`config.mk`:
```
export PLATFORM = sky130hd
export DESIGN_NAME = fetch_unit
export DESIGN_NICKNAME = d
export VERILOG_FILES = /design/src/rtl/pipeline_pkg.sv /design/src/rtl/fetch_fifo.sv /design/src/rtl/fetch_unit.sv
export SDC_FILE = /design/constraint.sdc
export NUM_CORES = 1
export LEC_CHECK = 0
export ABC_AREA = 1
export CAP_MARGIN = 20
export CORE_MARGIN = 3
export CORE_UTILIZATION = 54
export CTS_BUF_LIST = sky130_fd_sc_hd__clkbuf_8 sky130_fd_sc_hd__clkbuf_16
export CTS_CLUSTER_DIAMETER = 150
export DETAILED_ROUTE_END_ITERATION = 16
export HOLD_SLACK_MARGIN = 0.1
export PLACE_DENSITY = 0.85
export SYNTH_ARGS = -nofsm -noshare
export SYNTH_HDL_FRONTEND = slang
export SYNTH_SLANG_ARGS = --single-unit
export TNS_END_PERCENT = 50
```
`constraint.sdc`:
```
create_clock -name clk -period 5.5 [get_ports clk]
set_input_delay 0.55 -clock clk [delete_from_list [all_inputs] [get_ports clk]]
set_output_delay 0.55 -clock clk [all_outputs]
set_load 0.01 [all_outputs]
```
`src/rtl/pipeline_pkg.sv`:
```
// Shared pipeline definitions: default widths, reset fetch address,
// the NOP encoding shown to decode when nothing is buffered, and the
// fetch FSM state encoding.
package pipeline_pkg;

    localparam int          DATA_WIDTH_DEF = 32;
    localparam logic [31:0] RESET_PC_DEF   = 32'h0000_0000;
    localparam logic [31:0] NOP_INSTR      = 32'h0000_0013;
    localparam int          FIFO_DEPTH     = 2;

    typedef enum logic [1:0] {
        FETCH_REQ  = 2'd0,
        FETCH_WAIT = 2'd1,
        FETCH_DROP = 2'd2
    } fetch_state_t;

endpackage

```
`src/rtl/fetch_fifo.sv`:
```
// Two-entry instruction buffer between the fetch FSM and decode.
// The head entry is read straight out of registers; when the buffer is
// empty the head reads as a NOP at address 0 so decode never sees X.
module fetch_fifo
    import pipeline_pkg::*;
#(
    parameter int DATA_WIDTH = DATA_WIDTH_DEF
) (
    input  logic                  clk,
    input  logic                  rst_n,
    input  logic                  push,
    input  logic [DATA_WIDTH-1:0] push_pc,
    input  logic [DATA_WIDTH-1:0] push_instr,
    input  logic                  pop,
    input  logic                  flush,
    output logic [DATA_WIDTH-1:0] head_pc,
    output logic [DATA_WIDTH-1:0] head_instr,
    output logic                  head_valid,
    output logic [1:0]            count
);

    logic [DATA_WIDTH-1:0] pc_mem    [FIFO_DEPTH];
    logic [DATA_WIDTH-1:0] instr_mem [FIFO_DEPTH];
    logic                  wr_ptr;
    logic                  rd_ptr;
    logic                  pop_ok;
    logic                  push_ok;

    // A pop only counts when something is there; a push into a full
    // buffer is only accepted when the head leaves in the same cycle.
    always_comb begin
        pop_ok  = pop && (count != 2'd0);
        push_ok = push && ((count != 2'd2) || pop_ok);
    end

    // Pointers and occupancy; flush empties the buffer like a reset.
    always_ff @(posedge clk) begin
        if (!rst_n || flush) begin
            wr_ptr <= 1'b0;
            rd_ptr <= 1'b0;
            count  <= 2'd0;
        end else begin
            if (push_ok) begin
                wr_ptr <= ~wr_ptr;
            end
            if (pop_ok) begin
                rd_ptr <= ~rd_ptr;
            end
            count <= count + {1'b0, push_ok} - {1'b0, pop_ok};
        end
    end

    // Entry storage needs no reset: occupancy decides what is visible.
    always_ff @(posedge clk) begin
        if (push_ok && !flush) begin
            pc_mem[wr_ptr]    <= push_pc;
            instr_mem[wr_ptr] <= push_instr;
        end
    end

    // Present the head entry, or a NOP at address 0 when empty.
    always_comb begin
        head_valid = (count != 2'd0);
        head_pc    = '0;
        head_instr = DATA_WIDTH'(NOP_INSTR);
        if (head_valid) begin
            head_pc    = pc_mem[rd_ptr];
            head_instr = instr_mem[rd_ptr];
        end
    end

endmodule

```
`src/rtl/fetch_unit.sv`:
```
// Instruction fetch: keeps a single memory read outstanding, buffers
// returned words in a two-entry FIFO and redirects on taken branches.
// A response that belongs to a cancelled fetch is swallowed in DROP.
module fetch_unit
    import pipeline_pkg::*;
#(
    parameter int                   DATA_WIDTH = DATA_WIDTH_DEF,
    parameter logic [DATA_WIDTH-1:0] RESET_PC  = DATA_WIDTH'(RESET_PC_DEF)
) (
    input  logic                  clk,
    input  logic                  rst_n,
    input  logic                  PCsrc,
    input  logic [DATA_WIDTH-1:0] ImmOp,
    output logic                  imem_req,
    output logic [DATA_WIDTH-1:0] imem_addr,
    input  logic                  imem_rvalid,
    input  logic [DATA_WIDTH-1:0] imem_rdata,
    output logic [DATA_WIDTH-1:0] instr,
    output logic [DATA_WIDTH-1:0] instr_pc,
    output logic                  instr_valid,
    input  logic                  instr_ready
);

    fetch_state_t          state;
    fetch_state_t          state_next;
    logic [DATA_WIDTH-1:0] fetch_pc;
    logic [DATA_WIDTH-1:0] fetch_pc_next;
    logic [DATA_WIDTH-1:0] redirect_target;
    logic [1:0]            count;
    logic                  redirect;
    logic                  accept;
    logic                  req_issue;
    logic                  fifo_push;

    // Decode handshake; a branch only counts when its instruction is taken.
    always_comb begin
        accept          = instr_valid && instr_ready;
        redirect        = accept && PCsrc;
        redirect_target = instr_pc + ImmOp;
    end

    // Next state and fetch address. A redirect seen in REQ suppresses the
    // request so no response for the old path is ever left in flight.
    always_comb begin
        state_next    = state;
        fetch_pc_next = fetch_pc;
        req_issue     = 1'b0;
        fifo_push     = 1'b0;
        case (state)
            FETCH_REQ: begin
                if (!redirect && (count < 2'd2)) begin
                    req_issue  = 1'b1;
                    state_next = FETCH_WAIT;
                end
            end
            FETCH_WAIT: begin
                if (imem_rvalid) begin
                    state_next = FETCH_REQ;
                    if (!redirect) begin
                        fifo_push     = 1'b1;
                        fetch_pc_next = fetch_pc + DATA_WIDTH'(4);
                    end
                end else if (redirect) begin
                    state_next = FETCH_DROP;
                end
            end
            FETCH_DROP: begin
                if (imem_rvalid) begin
                    state_next = FETCH_REQ;
                end
            end
            default: begin
                state_next = FETCH_REQ;
            end
        endcase
        if (redirect) begin
            fetch_pc_next = redirect_target;
        end
    end

    // State register and fetch PC.
    always_ff @(posedge clk) begin
        if (!rst_n) begin
            state    <= FETCH_REQ;
            fetch_pc <= RESET_PC;
        end else begin
            state    <= state_next;
            fetch_pc <= fetch_pc_next;
        end
    end

    // Requests are held off while reset is asserted.
    always_comb begin
        imem_req  = req_issue && rst_n;
        imem_addr = fetch_pc;
    end

    fetch_fifo #(
        .DATA_WIDTH (DATA_WIDTH)
    ) u_fifo (
        .clk        (clk),
        .rst_n      (rst_n),
        .push       (fifo_push),
        .push_pc    (fetch_pc),
        .push_instr (imem_rdata),
        .pop        (accept),
        .flush      (redirect),
        .head_pc    (instr_pc),
        .head_instr (instr),
        .head_valid (instr_valid),
        .count      (count)
    );

endmodule

```
======== After elaboration in Yosys (flattened, before gate mapping) ========
Memory sizes are Yosys's and may differ from the RTL's. A register that Yosys moved wholly into a read port is not among the register bits.
Index checks and enable logic that the tools add are counted.
W data, S select, Z words.
word-level totals
  bits in registers ....................... 38
  bits of input ports ..................... 69
  memories ................................ 2
  logic and storage cells ................. 58
  memory bits (writable) .................. 128
memory list
  name              words  width  rd ports  clocked after memory_dff  wr ports  line              text
  u_fifo.instr_mem  2      32     1         1                         1         fetch_fifo.sv:23  logic [DATA_WIDTH-1:0] instr_mem [FIFO_DEPTH];
  u_fifo.pc_mem     2      32     1         1                         1         fetch_fifo.sv:22  logic [DATA_WIDTH-1:0] pc_mem [FIFO_DEPTH];
cells by class
  add/sub/neg operators ................... 4
  muxes and demuxes ....................... 21
  bitwise logic cells ..................... 2
  eq/ne operators ......................... 6
  reduce and logical (&&, ||, !) cells .... 17
  $lt $le $gt $ge ......................... 1
operator list
  cell                     number
  $mux W32                 5
  $add A32 B3 Y32 const B  1
  $add A32 B32 Y32         1
  $mux W1                  11
  $mux W2                  4
  $logic_and A1 B1 Y1      7
  $ne A2 B2 Y1 const B     3
  $pmux W2 S3              1
  $reduce_bool A2 Y1       3
  $ne A3 B2 Y1 const B     1
  $reduce_and A3 Y1        1
  $add A2 B1 Y2            1
  $eq A2 B1 Y1 const B     1
  $eq A2 B2 Y1 const B     1
  $logic_not A1 Y1         2
  $logic_not A2 Y1         1
  $logic_or A1 B1 Y1       2
  $lt A2 B2 Y1 const B     1
  $not A1 Y1               2
  $reduce_and A2 Y1        1
  $sub A2 B1 Y2            1

======== Logic depth before layout (Yosys ltp) ========
  depth in word-level cells ............... 10
  depth in mapped cells ................... 18

======== Hierarchy ========
From an unflattened synthesis, not the netlist that was laid out.
second synthesis, totals
  cells, all modules ...................... 1129
  area total of the unflattened synthesis .. 9484.1 um^2
modules (own cells, without submodules)
  module      area each (um^2)  cells an instance  sequential area each (um^2)  instances
  fetch_fifo  5093.6            378                3943.8                       1
  fetch_unit  4390.5            751                680.7                        1

======== Worst setup path before layout ========
OpenSTA, ideal clock, no wires.
  path type ............................... input to register
  start ................................... in instr_ready
  end ..................................... mem u_fifo.instr_mem[0][0] (netlist name), enable pin
  stages on the path ...................... 8
  required time ........................... 5.013 ns
  path buffers ............................ 1
  slack ................................... 1.075 ns
  arrival ................................. 3.938 ns
  library setup time ...................... 0.487 ns
  path through ............................ inv_1 -> nor2_4 -> nand2_2 -> buf_6 -> nand2_4 -> a31oi_4 -> inv_2 -> nor2_1
RTL lines
  element                        line              text
  from (decl)                    fetch_unit.sv:21  input logic instr_ready
  $logic_and A1 B1 Y1            fetch_unit.sv:37  accept = instr_valid && instr_ready;
  $logic_and A1 B1 Y1            fetch_fifo.sv:32  pop_ok = pop && (count != 2'd0);
  via u_fifo.pop_ok              fetch_fifo.sv:26  logic pop_ok;
  $logic_or A1 B1 Y1             fetch_fifo.sv:33  push_ok = push && ((count != 2'd2) || pop_ok);
  $logic_and A1 B1 Y1            fetch_fifo.sv:33
  via u_fifo.push_ok             fetch_fifo.sv:27  logic push_ok;
  $logic_and A1 B1 Y1            fetch_fifo.sv:55  if (push_ok && !flush) begin
  $mux W1                        fetch_fifo.sv:55
  $mux W1 (implied by the code)  fetch_fifo.sv:57  instr_mem[wr_ptr] <= push_instr;
  to (decl)                      fetch_fifo.sv:23
The timed path passes the listed nets, and every way through them passes these cells.

======== Final worst setup path ========
  start ................................... in rst_n
  end ..................................... out imem_req
between the ends
  word-level cells in the longest chain between the ends .. 1
RTL lines
  element              line              text
  from (decl)          fetch_unit.sv:11  input logic rst_n,
  $logic_and A1 B1 Y1  fetch_unit.sv:94  imem_req = req_issue && rst_n;
  to (decl)            fetch_unit.sv:14  output logic imem_req,
Every way passes these cells.

==> flow_summary.ini <==
[status]
status = finished, final reports clean

[worst_setup_path]
path_buf_inv = 3
critPathRequiredTime_ns = 4.95
crit_path_frequent_cell = clkdlybuf4s50_1
reg2reg_to = imem_addr[31]
path_class = primary input to primary output
cpLargestDelayFamily = buffers and inverters
rrSetupSlack_ns = 2.07
slowest_delay_ns = 1.09
path_cells = clkdlybuf4s50_1 -> clkinv_1 -> nor2_1 -> clkdlybuf4s50_1
arrival_ns = 2.95
endpoint_kind = primary output
critical_path.slowest_cell = clkdlybuf4s50_1
critPathLaunchType = primary input
startpoint = rst_n
reg2reg_depth = 15
crit_fanout = 27

[placed_design]
port_buffers = 166
globalplace.congestion = 0.9806
pre_cts_ws_ns = 1.769
hpwlAfterDp_um = 20220

[worst_hold_path]
hp-class = flip-flop to flip-flop
min_from = u_fifo.rd_ptr
hold_depth = 2

[sta]
setup_viol = 0
fin_skew_ns = 0.009128
setup_ws_ns = 1.997
tightest_slew_ns = 0.9441
finalHoldViolations = 0
fmax_mhz = 285.4
rsz0062_at_grt = no
final_max_slew_viol_count = 0
fin_setup_tns_ns = 0
slew_headroom = 0.3687
finalCritPeriodShare = 0.6370
fin_crit_ns = 3.503

[yosys]
seq_area_frac_synth = 0.4935
yosysWarningCount = 0
synth_common_cells = nand2_1 (355), a21oi_1 (136), edfxtp_1 (128), inv_1 (121), nor2_1 (83)
synth_top_family_by_area = simple AND/OR/NAND/NOR gates
yosys.area.top_type = edfxtp_1
synthCells = 1158
ys_ff_latch = 167
synthXorXnorAreaFrac = 0.01589
synth_area_leaders = edfxtp_1 (41%), nand2_1 (14%), dfxtp_1 (8.3%), a21oi_1 (7.3%), inv_1 (4.8%)
synth_compound_area_frac = 0.1240
ys.flop_type = edfxtp_1
yosysMostFrequentCell = nand2_1
post_synth_num_cell_types = 49
syn_avg_cell_area_um2 = 8.093
syn-num-nets = 1262
synth-simple-area-share = 0.2513
syn_area_um2 = 9371
synth_mux_area_frac = 0
synthDominantCellAreaShare = 0.4101
synth_edf_count = 128
synthAdderAreaFrac = 0.04753
async_reset_ff_frac = 0

[cts]
clockRootBuffer = clkbuf_16
htree_levels = 4
cts_num_sinks = 167
path_clk_slew_ns = 0.07
cts-root-to-sink-buffers = 2
ctsHoldBuffers = 0
cts_setup_buffers = 0
cts_resized = 0
clk_latency_ns = 0.43
cts_tree = yes
numCtsBuffers = 17

[floorplan]
core_um2 = 16760
die_x_um = 137.7
dieArea_um2 = 18970
rows = 47
die_h_um = 137.7
pin_count = 167
initial_utilization = 0.5592

[route]
drtPass1Iterations = 6
dr_total_vias = 8766
wl_per_cell_um = 17.83
post-route-drc-count = 0
ant_nets = 0
avgViaCountPerCell = 5.648
drt_iter0_markers = 807
drt-total-wl_um = 27670

[cells_and_area]
drive_gt1_frac = 0.05405
antenna_cells = 0
fillers = 1352
nets = 1423
syn_to_final_growth_pct = 26.09

[pwr]
leakagePower_uw = 0.004798
powerDensity_nw_per_um2 = 456.7
vdd_drop_max_uv = 444.8

[global_routing]
grt_pass1_wl_um = 41810
globalRouteOverflowTotal = 0
grt_usage = 0.2895
grt_start_max_net_pins = 65
first_global_vias = 8035
antenna_found_initial = 0

[flow_run]
maxCapViolations = 0
-- cells by family after synthesis --
logic type	Yosys count
compound gates	219
buf+inv	161
xor+xnor	17
simple gates	559
flops	167
fa+ha+maj	35
-- sequential cells by signal (all words and copies together) (netlist names), named ones only --
name and flops:
imem_addr 32, state 2, u_fifo.count 2, u_fifo.instr_mem 64
u_fifo.pc_mem 64, u_fifo.rd_ptr 1, u_fifo.wr_ptr 1
-- worst register-to-register path, cell delays in order, from the launching register on --
cell and delay, ns:
dfxtp_2 0.32, inv_2 0.65, buf_4 0.43, nand2_1 0.08, a21oi_1 0.23, ha_1 0.36, nand2_1 0.18, inv_1 0.06
a21oi_1 0.27, nand2_1 0.10, a21oi_1 0.21, nand2_1 0.08, nand2_1 0.05, nand3_1 0.13, nand2_1 0.11, a21oi_1 0.06
-- report_power, final --
group | total, uW | leakage, uW | internal (uW) | switching [uW]
combinational | 2390 | 0.00301 | 940 | 1450
sequential | 1830 | 0.00150 | 1610 | 223
clock | 1170 | 0.000284 | 643 | 529
-- per-stage QoR --
| step | total power, uW | hold slack, ns | utilization | std cells | cell area [um2] |
|---|---|---|---|---|---|
| 5_1_grt | 5703 | 0.5361 | 0.7050 | 1552 | 11820 |
| 6_report | 5397 | 0.4870 | 0.7050 | 1552 | 11820 |
| 3_3_place_gp | 4165 | 0.4631 | 0.6700 | 1520 | 11230 |
| 4_1_cts | 5377 | 0.4854 | 0.7050 | 1552 | 11820 |
| 3_5_place_dp | 4209 | 0.4724 | 0.6700 | 1520 | 11230 |
| 2_1_floorplan | 3165 | 0.4606 | - | 1158 | 9371 |
-- routing by layer --
metal  vias up  wire length [um]  GRT usage
li1       4199                 -          -
met1      4021             11390     0.3903
met2       465             12600     0.4580
met3        81              2731    0.06026
met4         0               949     0.1186
met5         -                 0          0
-- area by class of cell --
class | count | area [um2] | area share
clock buffers | 17 | 425.4 | 0.03600
clock inverters | 15 | 161.4 | 0.01366
inverters | 130 | 490.5 | 0.04151
multi-input cells | 830 | 4124 | 0.3490
flip-flops and latches | 167 | 4626 | 0.3915
well taps | 220 | 275.3 | 0.02330
repair buffers | 173 | 1714 | 0.1451
-- cells in the final DEF (no fill, tap or decap), drive strengths merged, types with 2 or more instances in the layout --
| cell type | netlist | layout |
|---|---|---|
| clkbuf | 17 | 17 |
| xnor2 | 6 | 6 |
| and2 | 2 | 2 |
| buf | 14 | 7 |
| inv | 129 | 137 |
| a31oi | 6 | 6 |
| dfxtp | 39 | 39 |
| nor2 | 91 | 91 |
| edfxtp | 128 | 128 |
| ha | 34 | 34 |
| xor2 | 11 | 11 |
| nor3 | 21 | 21 |
| o21bai | 5 | 5 |
| nor3b | 2 | 2 |
| a21oi | 136 | 136 |
| nand4 | 11 | 11 |
| nand3b | 5 | 5 |
| nand3 | 60 | 60 |
| clkdlybuf4s50 | 0 | 166 |
| clkinv | 1 | 6 |
| o21ai | 67 | 67 |
| nand2 | 359 | 359 |
| or2 | 6 | 6 |
-- worst max path at each step --
stage,endpoint,slack (ns),cells past startpoint
final,imem_req,2.00,4
after global routing,imem_addr[31],1.85,15
after CTS,imem_req,2.02,4
after detailed placement,u_fifo.instr_mem[1][13],1.77,9
after global placement,u_fifo.instr_mem[1][27],1.83,9
after floorplan,u_fifo.instr_mem[0][0],1.08,8
Power figures use the tool's default switching activity.
